===== config.mk =====
export PLATFORM = sky130hd
export DESIGN_NAME = muldiv_seq
export DESIGN_NICKNAME = d
export VERILOG_FILES = /design/src/rtl/muldiv_seq.sv
export SDC_FILE = /design/constraint.sdc
export NUM_CORES = 2
export LEC_CHECK = 0
export ABC_CLOCK_PERIOD_IN_PS = 11600
export CORE_ASPECT_RATIO = 1.4
export CORE_MARGIN = 2
export CORE_UTILIZATION = 40
export DETAILED_ROUTE_END_ITERATION = 10
export SETUP_SLACK_MARGIN = 0.02
export SLEW_MARGIN = 15
export SYNTH_ARGS = -nofsm -noshare
export SYNTH_HDL_FRONTEND = slang
export SYNTH_SLANG_ARGS = --single-unit

===== constraint.sdc =====
create_clock -name cpu_clk_50M -period 11.6 [get_ports cpu_clk_50M]
set_input_delay 1.16 -clock cpu_clk_50M [delete_from_list [all_inputs] [get_ports cpu_clk_50M]]
set_output_delay 1.16 -clock cpu_clk_50M [all_outputs]
set_load 0.005 [all_outputs]

===== src/rtl/muldiv_seq.sv =====
// Sequential multiply/divide unit: one-cycle multiplier, WIDTH-step restoring divider.
// Optional macro DIV_ZERO_FAST_EN short-circuits divide-by-zero to a single DIV cycle.
module muldiv_seq #(
  parameter int WIDTH = 32
) (
  input  logic             cpu_clk_50M,
  input  logic             cpu_rst,
  input  logic             start_i,
  input  logic [1:0]       op_i,
  input  logic [WIDTH-1:0] src1_i,
  input  logic [WIDTH-1:0] src2_i,
  input  logic             flush_i,
  output logic             stall_o,
  output logic             busy_o,
  output logic             we_o,
  output logic [WIDTH-1:0] hi_o,
  output logic [WIDTH-1:0] lo_o
);

  localparam int CW = $clog2(WIDTH);

  typedef enum logic [1:0] {IDLE, MUL, DIV, DONE} state_t;

  state_t           state;
  logic             unsigned_q;
  logic [WIDTH-1:0] a_q, b_q;
  logic [CW-1:0]    count;
  logic [WIDTH-1:0] quot, rem, dvsr;
  logic [WIDTH-1:0] res_hi, res_lo, hold_hi, hold_lo;

  logic [2*WIDTH-1:0] prod;
  logic [WIDTH:0]     rem_shift, diff;
  logic [WIDTH-1:0]   quot_nxt, rem_nxt, fix_hi, fix_lo;
  logic               neg_q, neg_r, fast_zero;

  function automatic logic [WIDTH-1:0] mag(input logic [WIDTH-1:0] x, input logic is_signed);
    return (is_signed && x[WIDTH-1]) ? -x : x;
  endfunction

`ifdef DIV_ZERO_FAST_EN
  assign fast_zero = (b_q == '0);
`else
  assign fast_zero = 1'b0;
`endif

  // Sign- or zero-extend to 2*WIDTH so one unsigned multiply covers MULT and MULTU.
  assign prod = {{WIDTH{~unsigned_q & a_q[WIDTH-1]}}, a_q} *
                {{WIDTH{~unsigned_q & b_q[WIDTH-1]}}, b_q};

  // NOTE: every always_comb output gets a default first so no path can infer a latch.
  always_comb begin
    rem_shift = {rem, quot[WIDTH-1]};
    diff      = rem_shift - {1'b0, dvsr};
    rem_nxt   = rem_shift[WIDTH-1:0];
    quot_nxt  = {quot[WIDTH-2:0], 1'b0};
    if (!diff[WIDTH]) begin
      rem_nxt  = diff[WIDTH-1:0];
      quot_nxt = {quot[WIDTH-2:0], 1'b1};
    end
  end

  // Quotient sign follows operand sign mismatch, remainder follows the dividend.
  assign neg_q  = ~unsigned_q & (a_q[WIDTH-1] ^ b_q[WIDTH-1]);
  assign neg_r  = ~unsigned_q & a_q[WIDTH-1];
  assign fix_lo = neg_q ? -quot_nxt : quot_nxt;
  assign fix_hi = neg_r ? -rem_nxt : rem_nxt;

  // NOTE: sequential state uses non-blocking assignments only, so all registers update together.
  always_ff @(posedge cpu_clk_50M or posedge cpu_rst) begin
    if (cpu_rst) begin
      state      <= IDLE;
      unsigned_q <= 1'b0;
      a_q        <= '0;
      b_q        <= '0;
      count      <= '0;
      quot       <= '0;
      rem        <= '0;
      dvsr       <= '0;
      res_hi     <= '0;
      res_lo     <= '0;
      hold_hi    <= '0;
      hold_lo    <= '0;
    end else begin
      case (state)
        IDLE: begin
          if (start_i && !flush_i) begin
            unsigned_q <= op_i[0];
            a_q        <= src1_i;
            b_q        <= src2_i;
            quot       <= mag(src1_i, ~op_i[0]);
            dvsr       <= mag(src2_i, ~op_i[0]);
            rem        <= '0;
            count      <= '0;
            state      <= op_i[1] ? DIV : MUL;
          end
        end
        MUL: begin
          if (flush_i) begin
            state <= IDLE;
          end else begin
            {res_hi, res_lo} <= prod;
            state            <= DONE;
          end
        end
        DIV: begin
          if (flush_i) begin
            state <= IDLE;
          end else if (fast_zero) begin
            res_hi <= a_q;
            res_lo <= '1;
            state  <= DONE;
          end else begin
            quot  <= quot_nxt;
            rem   <= rem_nxt;
            count <= count + 1'b1;
            if (count == CW'(WIDTH - 1)) begin
              res_hi <= fix_hi;
              res_lo <= fix_lo;
              state  <= DONE;
            end
          end
        end
        DONE: begin
          state <= IDLE;
          if (!flush_i) begin
            hold_hi <= res_hi;
            hold_lo <= res_lo;
          end
        end
        default: state <= IDLE;
      endcase
    end
  end

  // A flush in DONE must retract both the strobe and the new result in the same cycle.
  assign we_o    = (state == DONE) & ~flush_i;
  assign hi_o    = we_o ? res_hi : hold_hi;
  assign lo_o    = we_o ? res_lo : hold_lo;
  assign busy_o  = (state != IDLE);
  assign stall_o = ~cpu_rst & (((state == IDLE) & start_i & ~flush_i) |
                               (state == MUL) | (state == DIV));

endmodule


-- Word level (Yosys, flattened, before mapping)
Cells that the tools add are included.
Widths: inputs -> output; s select.
- muxes and demuxes: 31
- reductions and logical operators: 13
- bitwise operators: 14
- equal/unequal tests: 9
- $add $sub $neg: 6
- multipliers: 1
- operators by type and width (operator ; number):
    $mux 32 ; 17
    $pmux 32 s2 ; 4
    $neg 32->32 ; 4
    $mul 33x33->64 ; 1
    $sub 33x32->33 ; 1
    $mux 2 ; 5
    $mux 5 ; 2
    $pmux 5 s2 ; 1
    $ne 2x2->1 const B ; 4
    $pmux 2 s4 ; 1
    $and 1x1->1 ; 7
    $reduce_and 2->1 ; 3
    $reduce_bool 2->1 ; 3
    $add 5x1->5 const B ; 1
    $eq 5x5->1 const B ; 1
    $eq 2x2->1 const B ; 2
    $not 1->1 ; 4
    $reduce_and 4->1 ; 1
    $logic_and 1x1->1 ; 3
    $ne 3x3->1 const B ; 1
    $reduce_and 3->1 ; 1
    $eq 2x1->1 const B ; 1
    $logic_not 2->1 ; 1
    $or 1x1->1 ; 2
    other kinds (3) ; 3
- flip-flop bits (word level): 296
- output and inout bits: 67
- input bits: 70
- logic and storage cells: 86

-- Logic depth before layout (Yosys ltp)
- depth in word-level cells: 7
- mapped depth: 35
- mapped depth without buffers: 30

-- Least setup slack after synthesis
Ideal clock, no wire load.
- path type: register to register
- start: register a_q[31]
- end: register res_hi[31]
- setup time: 0.143 ns
- arrival time: 8.663 ns
- cell stages (with the launch flop): 32
- path slack: 2.795 ns
- required time: 11.457 ns
- clock period less this slack: 8.805 ns
- path buffers: 4
- cells stage by stage: dfrtp_1 > clkbuf_1 > nor2b_1 > clkbuf_1 > clkbuf_1 > buf_1 > nand2_1 > inv_1 > fa_1 > fa_1 > fa_1 > fa_1 > inv_1 > fa_1 > inv_1 > fa_1 > inv_1 > fa_1 > fa_1 > inv_1 > ha_1 > a21oi_1 > o21ai_0 > o21bai_1 > a221oi_1 > nor3b_1 > or3_1 > o21ai_1 > o31ai_1 > xnor2_1 > a222oi_1 > o211ai_1
- longest elaborated chain between the ends: 5
- elaborated cells between the ends (all ways): 7
- those cells by class: mul (1); mux (5); bitwise (1)
- ends and longest elaborated chain (item ; RTL line ; source):
    from (decl) ; 26 ; logic [WIDTH-1:0] a_q, b_q;
    from (signal assigned) ; 88 ; a_q <= src1_i;
    branches (longest 4 deep; another with $mul 33x33->64) ; n/a ;
    $pmux 32 s2 (*) ; 84 ; case (state)
    to (signal assigned) ; 101 ; {res_hi, res_lo} <= prod;
    to (signal assigned) ; 109 ; res_hi <= a_q;
    to (signal assigned) ; 117 ; res_hi <= fix_hi;
    to (decl) ; 29 ; logic [WIDTH-1:0] res_hi, res_lo, hold_hi, hold_lo;
Every way passes the cells marked *. The select of a mux whose other input is x is not followed.
A chain may end at the register's enable or synchronous reset.

-- Final worst setup path
- start: register unsigned_q
- end: register res_hi[31]
- longest elaborated chain between the ends: 6
- elaborated cells between the ends (all ways): 9
- those cells by class: mul (1); mux (5); bitwise (3)
- ends and longest elaborated chain (item ; RTL line ; source):
    from (decl) ; 25 ; logic unsigned_q;
    from (signal assigned) ; 87 ; unsigned_q <= op_i[0];
    $not 1->1 (*) ; 47, 48, 64 ;
    branches (longest 4 deep; another with $mul 33x33->64) ; n/a ;
    $pmux 32 s2 (*) ; 84 ;
Marked as above.

==> flow_summary.toml <==
[run_status]
outcome = "finished, final reports clean"

[worst_setup_path]
critical_path.most_common_cell = "fa_1"
crit_arrival_ns = 10.36
crit_type = "reg -> reg"
cp_slowest_stage_delay_ns = 0.95
cp_slowest_cell = "fa_1"
cp-start-kind = "register"
end_kind = "register"
crit_fanout = 27
required_ns = 12.06

[yosys]
synth_cell_types = 93
syn_nets = 7565
syn_avg_cell_area_um2 = 8.96
synthTopCellsByCount = "inv_1, fa_1, nand2_1, and2_1, clkbuf_1"
yosys.area.top_type_share_pct = 41.2
synth-seq-area-share_pct = 13.5
synth_area_um2 = 54800
ys_ff_latch = 295
synth.area.top_cells = "fa_1, dfrtp_1, inv_1"
synth_async_sr_flop_share_pct = 100
yosys_warnings = 0
synth-main-ff-cell = "dfrtp_1"
synth_top_cell_by_area = "fa_1"
yosysMostFrequentCell = "inv_1"
synth_edf_count = 0
syn_inst = 6114

[floorplan]
rows = 160
initial_core_util_pct = 40.3
fp.dieH_um = 442
pin_count = 137
coreArea_um2 = 136000
die_w_um = 317
dieArea_um2 = 140000

[final_layout]
fin_nets = 7494
area_delta_synth_final_pct = 7.25
finish.utilization_pct = 43.2
fill_cells = 13300
drive_gt1_share_pct = 4.19

[detailed_routing]
wirelength_um = 159000
ant_nets = 0
avgRoutedWirePerCell_um = 20.3
firstDrtPassIters = 5
wl_met2_um = 79600
wl_met3_um = 8770
drtIter0Drc = 2670
via_per_inst = 5.26
via_count = 41300
top_layer_used = "met5"
m1WireLength_um = 66200
drc = 0

[clock_network]
clk_latency_ns = 0.62
h-tree-depth = 1
cts_root_buffer = "clkbuf_16"
cts.sinks = 295
cts_max_path_buffers = 3
clkTransAtPathRegs_ns = 0.08
cts_hold_buf = 0
cts_tree = "built"
cts_setup_buffers = 0
cts_buffers = 28
cts_resized = 0

[grt]
overflow = 0
grt_first_pass_wirelength_um = 258000
grt_pass1_vias = 45100
grt_max_degree = 100
grt_usage_pct = 23.6
antenna_found_initial = 3

[sta]
hold_violations = 0
grt_setup_unrepaired = "no"
setup_tns_ns = 0
setup_violations = 0
slew_headroom_pct = 21.5
fin_crit_ns = 9.90
fin_crit_sh_pct = 85.4
fmax_mhz = 101
clock_skew_ns = 0.0367
slew_violations = 0
tightest_slew_ns = 1.18

[place]
gp_congestion = 0.898
hpwl_um = 129000
portBuffers = 136

[job]
maxCapViolCount = 0

[min_path]
min_path_type = "reg -> reg"
[final cells by class]
class | instances | area (um2) | share of cell area [%]
antenna | 2 | 5.00 | 0.00852
clock buffer | 41 | 810 | 1.38
clock inverter | 10 | 97.6 | 0.166
inverter | 1199 | 4510 | 7.68
multi-input combinational | 4295 | 41700 | 71.0
sequential | 295 | 7390 | 12.6
tap | 1782 | 2230 | 3.80
timing repair buffer | 224 | 2020 | 3.44
[routing by layer]
layer | vias up | track usage [%]
met5 | - | 0
met4 | 2 | 6.60
met3 | 241 | 2.34
met2 | 1261 | 40.6
met1 | 21400 | 31.6
li1 | 18400 | -
[critical path, delay by kind of cell (launching register included)]
family / cells / cell delay (ns)
DFF: 1 / 0.49
and+or+nand+nor: 4 / 1.41
buffers and inverters: 7 / 1.36
adders and majority gates: 9 / 4.74
xor gates and xnor gates: 1 / 0.10
AOI/OAI and AO/OA: 8 / 1.64
[final timing paths]
path,start,end,slack [ns],cells after the start
min,res_lo[11],res_lo[11],0.47,2
max in group asynchronous,cpu_rst,hold_lo[18],8.99,3
min in group asynchronous,cpu_rst,hold_lo[27],1.09,2
min reg2reg,res_lo[11],res_lo[11],0.47,2
max reg2reg,unsigned_q,res_hi[31],1.70,29
max,unsigned_q,res_hi[31],1.70,29
[state kept, by name, indices dropped and copies added (netlist names), 5 cells and up]
name and cells:
res_hi 32, count 5, a_q 32, hold_hi 32
quot 32, rem 32, hold_lo 32, b_q 32
res_lo 32, dvsr 31
[cells in the final DEF (no fill, tap or decap), types with 50 or more instances in the layout]
cell             instances
xor2_1                  69
dfrtp_1                287
and2_1                 372
nand2_1               1093
clkdlybuf4s50_1        136
o21ai_0                191
a21oi_1                202
buf_4                   88
nor3_1                  50
nor2_1                 192
xnor2_1                131
inv_1                 1196
fa_1                  1126
mux2_2                  65
ha_1                   254
[logic make-up (layout without fill, tap and decap cells)]
| logic type | Yosys count | after routing | share of synthesized area (%) |
|---|---|---|---|
| AO/OA/AOI/OAI | 683 | 683 | 7.60 |
| buffers and inverters | 1524 | 1474 | 10.5 |
| AND/OR/NAND/NOR | 1925 | 1925 | 16.1 |
| adder cells (fa/ha/maj) | 1381 | 1381 | 47.0 |
| XOR/XNOR | 200 | 200 | 3.20 |
| multiplexers | 106 | 106 | 2.12 |
| other | 0 | 2 | 0 |
| flip-flops | 295 | 295 | 13.5 |
[stage by stage]
step / instance area, um2 / hold WS, ns / setup WS, ns / cells
global route: 58700 / 0.496 / 1.06 / 7847
global placement: 57800 / 0.455 / 2.02 / 7795
finish: 58800 / 0.472 / 1.70 / 7848
floorplan: 54800 / 0.433 / 2.29 / 6114
CTS: 58700 / 0.479 / 1.68 / 7846
detailed placement: 57800 / 0.462 / 1.73 / 7795
Power is left out: the tool's default activity adds up to more than one toggle a clock period on the data nets, which glitch-free logic cannot reach.
